**config.mk**
```make
export PLATFORM = sky130hd
export DESIGN_NAME = pos_snap_sched
export DESIGN_NICKNAME = d
export VERILOG_FILES = /design/src/rtl/pos_snap_sched.sv
export SDC_FILE = /design/constraint.sdc
export NUM_CORES = 1
export LEC_CHECK = 0
export BUFFER_PORTS_ARGS = -buffer_cell sky130_fd_sc_hd__buf_2
export CAP_MARGIN = 10
export CORE_MARGIN = 2
export CORE_UTILIZATION = 40
export DETAILED_ROUTE_END_ITERATION = 10
export MAX_ROUTING_LAYER = met4
export PLACE_DENSITY_LB_ADDON = 0.12
export SLEW_MARGIN = 5
export SYNTH_ARGS = -nofsm -noshare
export SYNTH_HDL_FRONTEND = slang
export SYNTH_SLANG_ARGS = --single-unit
```
**constraint.sdc**
```tcl
create_clock -name clk -period 1.7 [get_ports clk]
set_clock_uncertainty 0.15 [all_clocks]
set_input_delay 0.085 -clock clk [delete_from_list [all_inputs] [get_ports clk]]
set_output_delay 0.085 -clock clk [all_outputs]
set_load 0.03 [all_outputs]
```
**src/rtl/pos_snap_sched.sv**
```systemverilog
// Snapshot read scheduler: freezes x/y/status/sequence at each I2C read start and serves them bytewise.
// Optional SERVE watchdog enabled by defining SNAP_TIMEOUT_EN.
module pos_snap_sched #(
    parameter int TIMEOUT_CYC = 1024
) (
    input  logic       clk,
    input  logic       rst_n,
    input  logic [7:0] x_pos,
    input  logic [7:0] y_pos,
    input  logic [7:0] status,
    input  logic       move_req,
    output logic       move_gnt,
    input  logic       tx_start,
    input  logic       byte_req,
    input  logic       tx_stop,
    input  logic       ptr_load,
    input  logic [1:0] ptr_val,
    output logic [7:0] rd_data,
    output logic       rd_valid,
    output logic       busy,
    output logic [1:0] ptr,
    output logic       overrun,
    output logic       timeout
);

    typedef enum logic [1:0] {
        ST_IDLE  = 2'd0,
        ST_SNAP  = 2'd1,
        ST_SERVE = 2'd2
    } state_t;

    state_t     state_r;
    state_t     state_next_s;
    logic [7:0] shadow_x_r;
    logic [7:0] shadow_y_r;
    logic [7:0] shadow_st_r;
    logic [7:0] shadow_seq_r;
    logic [7:0] seq_r;
    logic [7:0] shadow_sel_s;
    logic [7:0] rd_data_r;
    logic       rd_valid_r;
    logic [1:0] ptr_r;
    logic       overrun_r;
    logic       timeout_r;
    logic       timeout_hit_s;

`ifdef SNAP_TIMEOUT_EN
    localparam int CW = $clog2(TIMEOUT_CYC + 1);
    logic [CW-1:0] wdog_cnt_r;

    // Watchdog counts idle SERVE cycles; held at zero outside SERVE and on each byte request
    always_ff @(posedge clk or negedge rst_n) begin
        if (!rst_n) begin
            wdog_cnt_r <= {CW{1'b0}};
        end else if ((state_r != ST_SERVE) || byte_req) begin
            wdog_cnt_r <= {CW{1'b0}};
        end else begin
            wdog_cnt_r <= wdog_cnt_r + CW'(1);
        end
    end

    assign timeout_hit_s = (state_r == ST_SERVE) && (wdog_cnt_r == CW'(TIMEOUT_CYC - 1)) &&
                           !byte_req && !tx_stop && !tx_start;
`else
    assign timeout_hit_s = 1'b0;
`endif

    assign move_gnt = move_req & (state_r != ST_SNAP);
    assign busy     = (state_r != ST_IDLE);
    assign rd_data  = rd_data_r;
    assign rd_valid = rd_valid_r;
    assign ptr      = ptr_r;
    assign overrun  = overrun_r;
    assign timeout  = timeout_r;

    // Select the shadow byte addressed by the register pointer
    always_comb begin
        shadow_sel_s = 8'h00;
        case (ptr_r)
            2'd0:    shadow_sel_s = shadow_x_r;
            2'd1:    shadow_sel_s = shadow_y_r;
            2'd2:    shadow_sel_s = shadow_st_r;
            2'd3:    shadow_sel_s = shadow_seq_r;
            default: shadow_sel_s = 8'h00;
        endcase
    end

    // Next-state logic; in SERVE a stop beats a repeated start
    always_comb begin
        state_next_s = state_r;
        case (state_r)
            ST_IDLE: begin
                if (tx_start) begin
                    state_next_s = ST_SNAP;
                end else begin
                    state_next_s = ST_IDLE;
                end
            end
            ST_SNAP: state_next_s = ST_SERVE;
            ST_SERVE: begin
                if (tx_stop) begin
                    state_next_s = ST_IDLE;
                end else if (tx_start) begin
                    state_next_s = ST_SNAP;
                end else if (timeout_hit_s) begin
                    state_next_s = ST_IDLE;
                end else begin
                    state_next_s = ST_SERVE;
                end
            end
            default: state_next_s = ST_IDLE;
        endcase
    end

    // State register
    always_ff @(posedge clk or negedge rst_n) begin
        if (!rst_n) begin
            state_r <= ST_IDLE;
        end else begin
            state_r <= state_next_s;
        end
    end

    // Snapshot capture, byte serving, pointer and sticky flags
    always_ff @(posedge clk or negedge rst_n) begin
        if (!rst_n) begin
            shadow_x_r   <= 8'h00;
            shadow_y_r   <= 8'h00;
            shadow_st_r  <= 8'h00;
            shadow_seq_r <= 8'h00;
            seq_r        <= 8'h00;
            rd_data_r    <= 8'h00;
            rd_valid_r   <= 1'b0;
            ptr_r        <= 2'd0;
            overrun_r    <= 1'b0;
            timeout_r    <= 1'b0;
        end else begin
            rd_valid_r <= 1'b0;
            if (tx_start) begin
                overrun_r <= 1'b0;
                timeout_r <= 1'b0;
            end
            case (state_r)
                ST_IDLE: begin
                    if (ptr_load) begin
                        ptr_r <= ptr_val;
                    end
                    if (byte_req) begin
                        overrun_r <= 1'b1;
                    end
                end
                ST_SNAP: begin
                    shadow_x_r   <= x_pos;
                    shadow_y_r   <= y_pos;
                    shadow_st_r  <= status;
                    seq_r        <= seq_r + 8'd1;
                    shadow_seq_r <= seq_r + 8'd1;
                    if (byte_req) begin
                        overrun_r <= 1'b1;
                    end
                end
                ST_SERVE: begin
                    if (timeout_hit_s) begin
                        timeout_r <= 1'b1;
                    end else if (byte_req && !tx_stop && !tx_start) begin
                        rd_data_r  <= shadow_sel_s;
                        rd_valid_r <= 1'b1;
                        ptr_r      <= ptr_r + 2'd1;
                    end
                end
                default: rd_valid_r <= 1'b0;
            endcase
        end
    end

endmodule
```
# ---- After elaboration in Yosys (flattened, before gate mapping)
# Index checks and enable logic that the tools add are counted.
dict set report classes {
  n_addsub 2
  eq_ne 8
  muxes 13
  n_bitwise 1
  n_reduce_logical 11
}
# operator n
set ops {}
lappend ops {{case mux 8 bit (4 select lines)} 1}
lappend ops {{adder 8 x 1 -> 8 bit (second input constant)} 1}
lappend ops {{2-to-1 mux 2 bit} 4}
lappend ops {{== test 2 bit (second input constant)} 3}
lappend ops {{2-to-1 mux 1 bit} 6}
lappend ops {{case mux 2 bit (3 select lines)} 1}
lappend ops {{== test 2 x 1 -> 1 bit (second input constant)} 2}
lappend ops {{logical NOT 2 bit} 2}
lappend ops {{!= test 2 bit (second input constant)} 2}
lappend ops {{case mux 2 bit (2 select lines)} 1}
lappend ops {{nonzero test 2 bit} 2}
lappend ops {{AND reduction 3 bit} 1}
lappend ops {{adder 2 x 1 -> 2 bit (second input constant)} 1}
lappend ops {{logical AND 1 bit} 2}
lappend ops {{logical NOT 1 bit} 2}
lappend ops {{!= test 2 x 1 -> 1 bit (second input constant)} 1}
lappend ops {{AND reduction 2 bit} 1}
lappend ops {{OR reduction 2 bit} 1}
lappend ops {{AND 1 bit} 1}
dict set report totals {
  register_bits 46
  inputBits 33
  out_inout_bits 15
  elab_cells 44
}

# ---- Longest topological paths before layout
# Gate-level depths: netlist (run 1).
dict set report depth {
  word_depth 5
  depth_mapped 6
  ltp_nobuf 5
}

# ---- Least setup slack after synthesis (run 1)
# Ideal clock, no wire load.
dict set report synth_timing {
  kind {register to register}
  from {register ptr_r[0], in the netlist ptr[0]}
  to {register rd_data_r[6], in the netlist rd_data[6]}
  setup_ns 0.128
  t_arrival_ns 1.705
  required_time_ns 1.422
  setup_slack_ns -0.283
  stages_incl_launch_ff 7
  n_path_buf 1
  period_less_slack_ns 1.983
  cell_sequence {dfrtp_1 > inv_1 > ha_1 > clkbuf_1 > a222oi_1 > mux2i_1 > mux2_1}
}
dict set report synth_between {
  elab_chain_cells 2
  elab_cells_between_ends 5
  cone_classes {eq/ne: 3; mux: 1; reduce/logical: 1}
}
# item line_no
set synth_lines {}
lappend synth_lines {{start, declared} 42} ;# logic [1:0] ptr_r;
lappend synth_lines {{start signal, assigned} 146} ;# ptr_r <= ptr_val;
lappend synth_lines {{start signal, assigned} 168} ;# ptr_r <= ptr_r + 2'd1;
lappend synth_lines {{== test 2 bit, or another cell as far along} 79} ;# case (ptr_r)
lappend synth_lines {{case mux 8 bit (4 select lines) (*)} 79}
lappend synth_lines {{end signal, assigned} 166} ;# rd_data_r <= shadow_sel_s;
lappend synth_lines {{end, declared} 40} ;# logic [7:0] rd_data_r;
# Mark *: on every way between the ends. The rest lies on a longest branch, timed or not.
# A chain may end at the register's enable or synchronous reset.

# ---- Worst setup path in the final report (run 1)
dict set report layout_timing {
  from {register ptr_r[0], in the netlist ptr[0]}
  to {register rd_data_r[5], in the netlist rd_data[5]}
}
# The elaborated chain is that of the path after synthesis.

==> run summary, run 1 <==
Overall Power - 4057 uW
Yosys reg bits - 46
Top FF cell, synth - dfrtp_1
layout cells sized above 1 - 0.3849
Slew Viols, Final - 0
CTS buffer count - 5
first-pass GRT wire length - 7817 microns
cell count after synthesis - 166
Pre-Repair DR Iteration Count - 5
Synth top area share - 0.5466
CP required - 1.73 ns
Max Fclk - 578.6 MHz
Skew-Pair Late Insertion Delay - 0.30 ns
Starting Density - 0.4123
IO buf count - 46
WHS - 0.001772 ns
unrepaired setup endpoints after global routing - true
count leader, synth - dfrtp_1
gr ovfl total - 0
power share of the clock group - 0.196
Synth Area in XOR/XNOR - 0.02911
Die Wd - 76.56 microns
dpl hpwl - 3190 microns
Cell Chain, Critical Path - ha_4, a222oi_1, mux2i_1, mux2_4
Compound-Gate Fraction of Synth Area - 0.08318
synth unique cells - 35
largest stage delay on the critical path - 0.48 ns
nets - 289
Bufs on Longest Clock Path - 2
Leakage - 0.001407 uW
gpl congestion - 0.7805
DR vias - 1538
Bufs and invs on worst path - 0
TritonCTS Sinks - 46
Mapped Nets - 204
largest family of logic cells by synthesized area - multiplexers
Post-Synth Simple-Gate Area - 0.07784
EDFF count, synth - 0
chip height - 76.56 microns
Area Growth Syn to Fin - 39.81%
sw frac - 0.3454
vias in the first global route - 1647
combinational share of power - 0.381
Max FO, Critical Path - 8
Pint - 2655 uW
Vias/cell - 4.776
CP endpoint kind - flop
Final setup viols - 1
total track usage - 0.1728
Post-Synth Adder-Cell Area - 0.02971
clock-pin slew on the worst setup and hold paths - 0.08 ns
crit path kind - reg2reg
Power per Cell Area - 1378 mW/mm^2
dominant cell type by area after synthesis - dfrtp_1
multiplexer area fraction after synthesis - 0.1812
Mapped Area - 0.002106 sq mm
IO Pins - 48
final hold viol count - 0
Hold/Removal Path Class - in2reg
startpoint types - flop
DRT iter0 DRCs - 121
Async SR Flop Fraction - 1.000
maximum VDD drop - 882.5 uV
Seq pwr share - 0.423
design area - 0.002944 sq mm
post-layout minimum cycle time - 1.728 ns
final setup margin - -0.02816 ns
H-tree levels - 2
number of max-cap violations - 0
Crit path arrival time - 1.75 ns
diodes inserted - 0
sequential area share after synthesis - 0.5466
CTS tree - done
largest net degree at the start of global routing - 30
root buf cell - clkbuf_8
Die ar. - 0.005861 sq mm
drt total wl - 4642 microns
violated checks - negative setup slack
fin crit share - 1.017
antenna violations before repair - 0
drc violations - 0
Row Count - 26
Slowest-stage cell, CP - dfrtp_2
syn_area_per_cell - 12.69 sq um
status - complete, but fails checks
Area after DPL - 0.002469 sq mm
top cells by area, synth - dfrtp_1, mux2_2, mux2i_1
P_sw - 1401 uW
YS warnings - 0
core area - 0.005107 sq mm
routed length per placed instance - 14.42 microns
Crit path max-delay family - flip-flops
top cells by instance count after synthesis - dfrtp_1, mux2_2, inv_1
Final ANT Viol Nets - 0
-- layout by cell type, fill, tap and decap left out, types with 2 or more instances in the layout --
master,netlist,routed
clkbuf_8,0,5
xor2_1,2,2
mux2_1,8,4
nand2_1,8,8
buf_4,3,10
mux2i_1,10,10
dlygate4sd3_1,0,30
o21ai_0,8,8
mux2_2,17,17
nand4_1,4,4
ha_4,0,4
mux2_4,0,4
inv_1,14,12
or2_2,2,2
dfrtp_2,0,2
a222oi_1,8,8
dfrtp_1,46,44
xnor2_1,5,5
clkbuf_1,3,2
buf_2,1,46
a211oi_1,3,3
-- worst reg2reg max path, cell delays in order, from the launching register on --
cell	delay, ns
dfrtp_2	0.48
ha_4	0.22
a222oi_1	0.34
mux2i_1	0.14
mux2_4	0.29
-- metrics by stage --
step / TNS (ns) / util / worst slack (ns) / std cells
after floorplan: -0.7433 / - / -0.1076 / 166
after CTS: -0.03550 / 0.5710 / -0.03550 / 321
after detailed placement: -0.6052 / 0.4833 / -0.1393 / 283
final: -0.02816 / 0.5764 / -0.02816 / 322
after global placement: -0.5124 / 0.4833 / -0.1508 / 283
after global routing: -0.5120 / 0.5764 / -0.1250 / 322
-- cell families (layout without fill, tap and decap cells) --
logic type                 count (synthesis)  after routing
AOI/OAI and AO/OA                         23             23
buffers and inverters                     23            109
muxes                                     35             35
xor gates and xnor gates                   7              7
adders and majority gates                  5              5
and+or+nand+nor                           26             26
DFF                                       46             46
other                                      1              1
-- power groups by stage --
| stage | clock network (uW) | logic (uW) | registers (uW) |
|---|---|---|---|
| 2_1_floorplan | 0 | 771 | 1870 |
| 3_5_place_dp | 0 | 1380 | 1710 |
| 5_1_grt | 873 | 1700 | 1760 |
| 6_report | 797 | 1550 | 1710 |
| 4_1_cts | 814 | 1500 | 1710 |
| 3_3_place_gp | 0 | 1340 | 1700 |
-- final cells by class --
cell class	count	area, sq um
inverters	14	55.05
repair buffers	87	625.6
clock buffers	7	76.32
flip-flops and latches	46	1154
multi-input cells	97	915.9
well taps	70	87.58
clock inverters	1	30.03
fillers	445	2163
-- sequential cells by signal, indices dropped and copies added, names as in the netlist --
register,flops
rd_data,8
seq_r,8
shadow_st_r,8
shadow_x_r,8
shadow_y_r,8
ptr,2
state_r,2
overrun,1
rd_valid,1
-- timing repair --
item                       4_1_cts  5_1_grt
pin swaps                        2        4
hold endpoints to repair        74        0
setup endpoints to repair        8        8
buffers inserted                 0        1
resized for setup                7        4
hold buffers                    30        0
-- path summary, 6_finish.rpt --
check | start | cells past startpoint | end | slack, ns
min in group asynchronous | rst_n | 2 | shadow_x_r[6] | 0.10
hold reg to reg | seq_r[7] | 1 | seq_r[7] | 0.33
setup / recovery | ptr[0] | 4 | rd_data[5] | -0.03
max in group asynchronous | rst_n | 3 | ptr[0] | 0.79
hold / removal | tx_start | 3 | overrun | 0.002
setup reg to reg | ptr[0] | 4 | rd_data[5] | -0.03
-- per-layer routing --
metal | vias to the layer above | global-route usage | wire length [microns]
met5 | - | - | 0
met4 | 0 | 0.05455 | 29
met3 | 4 | 0.03436 | 152
met2 | 35 | 0.2832 | 2353
met1 | 745 | 0.2166 | 2106
li1 | 754 | - | -
Note: power is estimated with default switching activity, not from simulation.
==> run 2, diff against run 1 <==
Settings changed: CORE_UTILIZATION 40 to 45.
==> run 2 against run 1 <==
The flow still finishes with violations (negative setup slack). Hold slack better by 0.057 ns. Largest cell class unchanged. First-iteration DRC count shrank 29%. Fmax decreased by 1.4%. Sequential share of layout area is 0.51 points higher. Wire length increased by 3.0%. Largest power group unchanged. Non-clock buffer count grew 3. Global-route usage rose by 3.3 points. Sequential power barely moved. Worst setup slack got worse by 0.024 ns. Critical path type unchanged.
==> run summary, run 2 (same netlist as run 1, synthesis figures left out) <==
status - complete, but fails checks (unchanged)
violated checks - negative setup slack (unchanged)
core area - 0.004444 sq mm (was 0.005107 sq mm)
final std cells w/o fill - 307 (was 322)
vias in the first global route - 1630 (was 1647)
root buf cell - clkbuf_8 (unchanged)
power share of the clock group - 0.175 (was 0.196)
CTS buffer count - 5 (unchanged)
FILL cells - 346 (was 445)
Vias/cell - 5.124 (was 4.776)
Die Wd - 72.41 microns (was 76.56 microns)
Leakage - 0.001403 uW (was 0.001407 uW)
Bufs on Longest Clock Path - 2 (unchanged)
dpl hpwl - 3367 microns (was 3190 microns)
commonest non-fill, non-tap cells in the layout - buf_2, dfrtp_1, dlygate4sd3_1 (unchanged)
R2R Path Start - ptr[0] (unchanged)
sw frac - 0.3583 (was 0.3454)
Bufs and invs on worst path - 0 (unchanged)
Crit path max-delay family - flip-flops (unchanged)
maximum VDD drop - 744.4 uV (was 882.5 uV)
Slew Viols, Final - 0 (unchanged)
number of max-cap violations - 0 (unchanged)
Max Fclk - 570.8 MHz (was 578.6 MHz)
CTS tree - done (unchanged)
Skew-Pair Late Insertion Delay - 0.29 ns (was 0.30 ns)
crit path kind - reg2reg (unchanged)
Slowest-stage cell, CP - dfrtp_2 (unchanged)
fin crit share - 1.031 (was 1.017)
Slew headroom - 0.6597
Power per Cell Area - 1341 mW/mm^2 (was 1378 mW/mm^2)
Worst setup startpoint - ptr[0] (unchanged)
commonest non-fill, non-tap cell in the layout - buf_2 (unchanged)
Placed Instances - 266 (was 283)
IO Pins - 48 (unchanged)
final setup margin - -0.05193 ns (was -0.02816 ns)
Pre-Repair DR Iteration Count - 4 (was 5)
worst flop-to-flop path endpoint - rd_data[3] (was rd_data[5])
Overall Power - 3901 uW (was 4057 uW)
Pint - 2503 uW (was 2655 uW)
setup tns final - -0.1898 ns (was -0.02816 ns)
worst slew pin tran - 0.5104 ns
CP endpoint kind - flop (unchanged)
Cell Chain, Critical Path - ha_4, a222oi_1, mux2i_1, mux2_1 (was ha_4, a222oi_1, mux2i_1, mux2_4)
first-pass GRT wire length - 7921 microns (was 7817 microns)
gpl congestion - 0.8769 (was 0.7805)
diodes inserted - 0 (unchanged)
DRT iter0 DRCs - 86 (was 121)
chip height - 72.41 microns (was 76.56 microns)
P_sw - 1398 uW (was 1401 uW)
unrepaired setup endpoints after global routing - true (unchanged)
H-tree levels - 2 (unchanged)
Crit path arrival time - 1.78 ns (was 1.75 ns)
DR vias - 1573 (was 1538)
post-layout minimum cycle time - 1.752 ns (was 1.728 ns)
Max FO, Critical Path - 8 (unchanged)
Final setup viols - 6 (was 1)
IO buf count - 46 (unchanged)
gr ovfl total - 0 (unchanged)
end point of the critical path - rd_data[3] (was rd_data[5])
nets - 292 (was 289)
CP required - 1.73 ns (about the same)
routed length per placed instance - 15.58 microns (was 14.42 microns)
R2R Setup Slk - -0.05 ns (was -0.03 ns)
largest stage delay on the critical path - 0.46 ns (was 0.48 ns)
clock-pin slew on the worst setup and hold paths - 0.08 ns (about the same)
Worst Reg2Reg Path Length in Cells - 4 (unchanged)
antenna violations before repair - 0 (unchanged)
final hold viol count - 0 (unchanged)
startpoint types - flop (unchanged)
Die ar. - 0.005242 sq mm (was 0.005861 sq mm)
Starting Density - 0.4738 (was 0.4123)
total track usage - 0.2055 (was 0.1728)
Hold/Removal Path Class - in2reg (unchanged)
Row Count - 24 (was 26)
drt total wl - 4783 microns (was 4642 microns)
critical path depth - 4 (unchanged)
drc violations - 0 (unchanged)
combinational share of power - 0.388 (was 0.381)
layout cells sized above 1 - 0.3922 (was 0.3849)
TritonCTS Sinks - 46 (unchanged)
largest net degree at the start of global routing - 28 (was 30)
WHS - 0.05903 ns (was 0.001772 ns)
Area Growth Syn to Fin - 38.15% (was 39.81%)
Final ANT Viol Nets - 0 (unchanged)
Seq pwr share - 0.437 (was 0.423)
DP Worst Slack - -0.1724 ns (was -0.1393 ns)
-- run 2: cell types whose count changed in the layout (fill, tap and decap cells not counted), moves of 2 or more --
cell,before,now
buf_4,10,13
clkbuf_1,2,0
ha_2,0,2
ha_4,4,2
mux2_1,4,6
mux2_4,4,2
-- run 2: metrics by stage --
| stage | util | instance area, sq um |
|---|---|---|
| finish | 0.6546 | 2909 |
| global route | 0.6546 | 2909 |
| CTS | 0.6540 | 2907 |
| detailed placement | 0.5521 | 2454 |
| global placement | 0.5521 | 2454 |
| floorplan | - | 2127 |
-- run 2: worst min-delay path, stage by stage --
cell     delay, ns
buf_2         0.11
nor4b_4       0.06
nand2_4       0.15
inv_1         0.06
-- run 2: routing by layer --
layer  part of all wire  wire length (microns)  global-route usage
met1               0.46                   2177              0.2641
met2               0.50                   2379              0.3344
met3              0.041                    197             0.04861
met4             0.0061                     29             0.04527
met5                  0                      0                   -
-- run 2: repair_timing --
item                                   CTS  global route
buffers inserted                         2             1
setup endpoints to repair                9             9
endpoints found under the hold margin   53             0
hold buffers                            31             0
pin swaps                                6             2
gates cloned                             0             0
gates resized for setup                  7             2
-- run 2: power groups by stage --
stage	logic, uW	clock network (uW)	registers, uW
after floorplan	771	0	1870
after global placement	1360	0	1690
after detailed placement	1410	0	1710
after CTS	1520	704	1700
after global routing	1650	758	1750
final	1510	682	1710
-- run 2: area by class of cell --
| type | count | area, sq um | share of cell area |
|---|---|---|---|
| tap | 52 | 65.06 | 0.02237 |
| multi-input combinational | 97 | 888.4 | 0.3054 |
| inverter | 14 | 52.55 | 0.01806 |
| sequential | 46 | 1155 | 0.3970 |
| clock buffer | 6 | 82.58 | 0.02839 |
| timing repair buffer | 90 | 653.1 | 0.2245 |
| clock inverter | 2 | 12.51 | 0.004301 |
-- run 2: worst min path at each step --
stage | slack (ns) | end | depth (start not counted) | start
finish | 0.06 | rd_valid | 4 | tx_start
global route | 0.07 | rd_valid | 4 | tx_start
CTS | 0.06 | rd_valid | 4 | tx_start
detailed placement | -0.06 | shadow_x_r[5] | 1 | rst_n
global placement | -0.08 | shadow_x_r[7] | 1 | rst_n
floorplan | -0.36 | overrun | 0 | rst_n
==> run 3, diff against run 2 <==
Settings changed: CORE_UTILIZATION 45 to 53.
Clock period 1.7 ns to 1.95 ns, I/O delays scaled along.
==> run 3 against run 2 <==
First-iteration DRC count up 93%. Worst setup slack better by 0.15 ns. Sequential share of layout area up 1.4 points. The run now ends clean. Cell count down 3.9%. Critical path depth up 1. Non-clock buffer count down 8. Via count down 0.13%. Cell area down 3.6%. Sequential cell count unchanged.
==> run summary, run 3 (same netlist as run 1, synthesis figures left out) <==
number of max-cap violations - 0 (unchanged)
Crit path arrival time - 1.89 ns (was 1.78 ns)
worst slew pin tran - 0.6720 ns (was 0.5104 ns)
CP required - 1.99 ns (was 1.73 ns)
WHS - 0.06194 ns (was 0.05903 ns)
Bufs on Longest Clock Path - 2 (unchanged)
commonest non-fill, non-tap cells in the layout - buf_2, dfrtp_1, dlygate4sd3_1 (unchanged)
Vias/cell - 5.325 (was 5.124)
CP endpoint kind - flop (unchanged)
Slew Viols, Final - 0 (unchanged)
antenna violations before repair - 0 (unchanged)
final hold viol count - 0 (unchanged)
post-layout minimum cycle time - 1.853 ns (was 1.752 ns)
maximum VDD drop - 640.4 uV (was 744.4 uV)
largest net degree at the start of global routing - 32 (was 28)
Hold/Removal Path Class - in2reg (unchanged)
Starting Density - 0.5625 (was 0.4738)
largest stage delay on the critical path - 0.42 ns (was 0.46 ns)
Cell Chain, Critical Path - inv_1, ha_2, a222oi_1, mux2i_1, mux2_1 (was ha_4, a222oi_1, mux2i_1, mux2_1)
status - finished clean (was complete, but fails checks)
Final setup viols - 0 (was 6)
Slowest-stage cell, CP - a222oi_1 (was dfrtp_2)
root buf cell - clkbuf_8 (unchanged)
Slew headroom - 0.5520 (was 0.6597)
H-tree levels - 2 (unchanged)
busiest grt layer - met2 (unchanged)
Die Wd - 67.03 microns (was 72.41 microns)
gr ovfl total - 0 (unchanged)
fin crit share - 0.9500 (was 1.031)
Area Growth Syn to Fin - 33.21% (was 38.15%)
post-CTS setup buffer count - 0 (was 2)
CTS buffer count - 5 (unchanged)
Skew-Pair Late Insertion Delay - 0.30 ns (was 0.29 ns)
Power per Cell Area - 1161 mW/mm^2 (was 1341 mW/mm^2)
layout cells sized above 1 - 0.3401 (was 0.3922)
clock-pin slew on the worst setup and hold paths - 0.08 ns (about the same)
vias in the first global route - 1571 (was 1630)
DRT iter0 DRCs - 166 (was 86)
unrepaired setup endpoints after global routing - false (was true)
setup tns final - 0 ns (was -0.1898 ns)
first-pass GRT wire length - 7527 microns (was 7921 microns)
M1 GR Usage - 0.3034 (was 0.2641)
hold_sp - tx_start (unchanged)
Pre-Repair DR Iteration Count - 5 (was 4)
total track usage - 0.2348 (was 0.2055)
IO buf count - 46 (unchanged)
routed length per placed instance - 14.85 microns (was 15.58 microns)
diodes inserted - 0 (unchanged)
Die ar. - 0.004493 sq mm (was 0.005242 sq mm)
nets - 284 (was 292)
Crit path max-delay family - compound AO/OA/AOI/OAI gates (was flip-flops)
Row Count - 22 (was 24)
Max Fclk - 539.8 MHz (was 570.8 MHz)
Bufs and invs on worst path - 1 (was 0)
crit path kind - reg2reg (unchanged)
Overall Power - 3258 uW (was 3901 uW)
grt met2 use - 0.3601 (was 0.3344)
core area - 0.003744 sq mm (was 0.004444 sq mm)
IO Pins - 48 (unchanged)
CTS tree - done (unchanged)
Worst setup startpoint - ptr[1] (was ptr[0])
gpl congestion - 0.8145 (was 0.8769)
Max FO, Critical Path - 8 (unchanged)
commonest non-fill, non-tap cell in the layout - buf_2 (unchanged)
dpl hpwl - 3132 microns (was 3367 microns)
R2R Path Start - ptr[1] (was ptr[0])
Final ANT Viol Nets - 0 (unchanged)
GRT met3 Usage - 0.05068 (was 0.04861)
Leakage - 0.001357 uW (was 0.001403 uW)
TritonCTS Sinks - 46 (unchanged)
R2R Setup Slk - 0.1 ns (was -0.05 ns)
startpoint types - flop (unchanged)
drc violations - 0 (unchanged)
DR vias - 1571 (was 1573)
chip height - 67.03 microns (was 72.41 microns)
drt total wl - 4381 microns (was 4783 microns)
[run 3: final timing paths]
kind                              end  cells after the start
min in group asynchronous  rd_data[7]                      2
setup / recovery           rd_data[7]                      5
max in group asynchronous    seq_r[2]                      3
setup reg to reg           rd_data[7]                      5
hold reg to reg              seq_r[7]                      1
hold / removal               rd_valid                      4
[run 3: worst reg2reg max path: cells and delay by family, from the launching register on]
family | cells | cell delay [ns]
buf+inv | 1 | 0.11
compound gates | 1 | 0.42
fa+ha+maj | 1 | 0.24
flops | 1 | 0.41
mux | 2 | 0.42
[run 3: metrics by stage]
| step | worst slack (ns) | util | std cells | cell area (sq um) |
|---|---|---|---|---|
| 2_1_floorplan | 0.02611 | - | 166 | 2107 |
| 3_3_place_gp | 0.1075 | 0.6400 | 256 | 2396 |
| 3_5_place_dp | 0.05009 | 0.6400 | 256 | 2396 |
| 4_1_cts | 0.04532 | 0.7473 | 295 | 2798 |
| 5_1_grt | 0.01225 | 0.7493 | 295 | 2805 |
| 6_report | 0.09747 | 0.7493 | 295 | 2805 |
[run 3: power by group]
part	switching, uW	leakage (uW)	total (uW)	internal (uW)
combinational	620	0.000742	1170	552
sequential	248	0.000567	1510	1260
clock	295	0.0000482	581	286
[run 3: routing by layer]
| metal | routed length (microns) | up-vias |
|---|---|---|
| li1 | - | 750 |
| met1 | 1952 | 760 |
| met4 | 74 | 0 |
| met3 | 230 | 7 |
| met5 | 0 | - |
| met2 | 2123 | 54 |
[run 3: final cells by class]
class | count | area [sq um]
Sequential cell | 46 | 1152
Fill cell | 272 | 938.4
Multi-Input combinational cell | 97 | 858.3
Timing Repair Buffer | 82 | 590.6
Clock buffer | 7 | 86.33
Tap cell | 48 | 60.06
Inverter | 14 | 52.55
Clock inverter | 1 | 5.005
[run 3: timing repair]
action / in CTS / in global routing
hold buffers: 31 / 0
setup endpoints to repair: 0 / 5
gates resized for setup: 0 / 3
endpoints found under the hold margin: 57 / 0
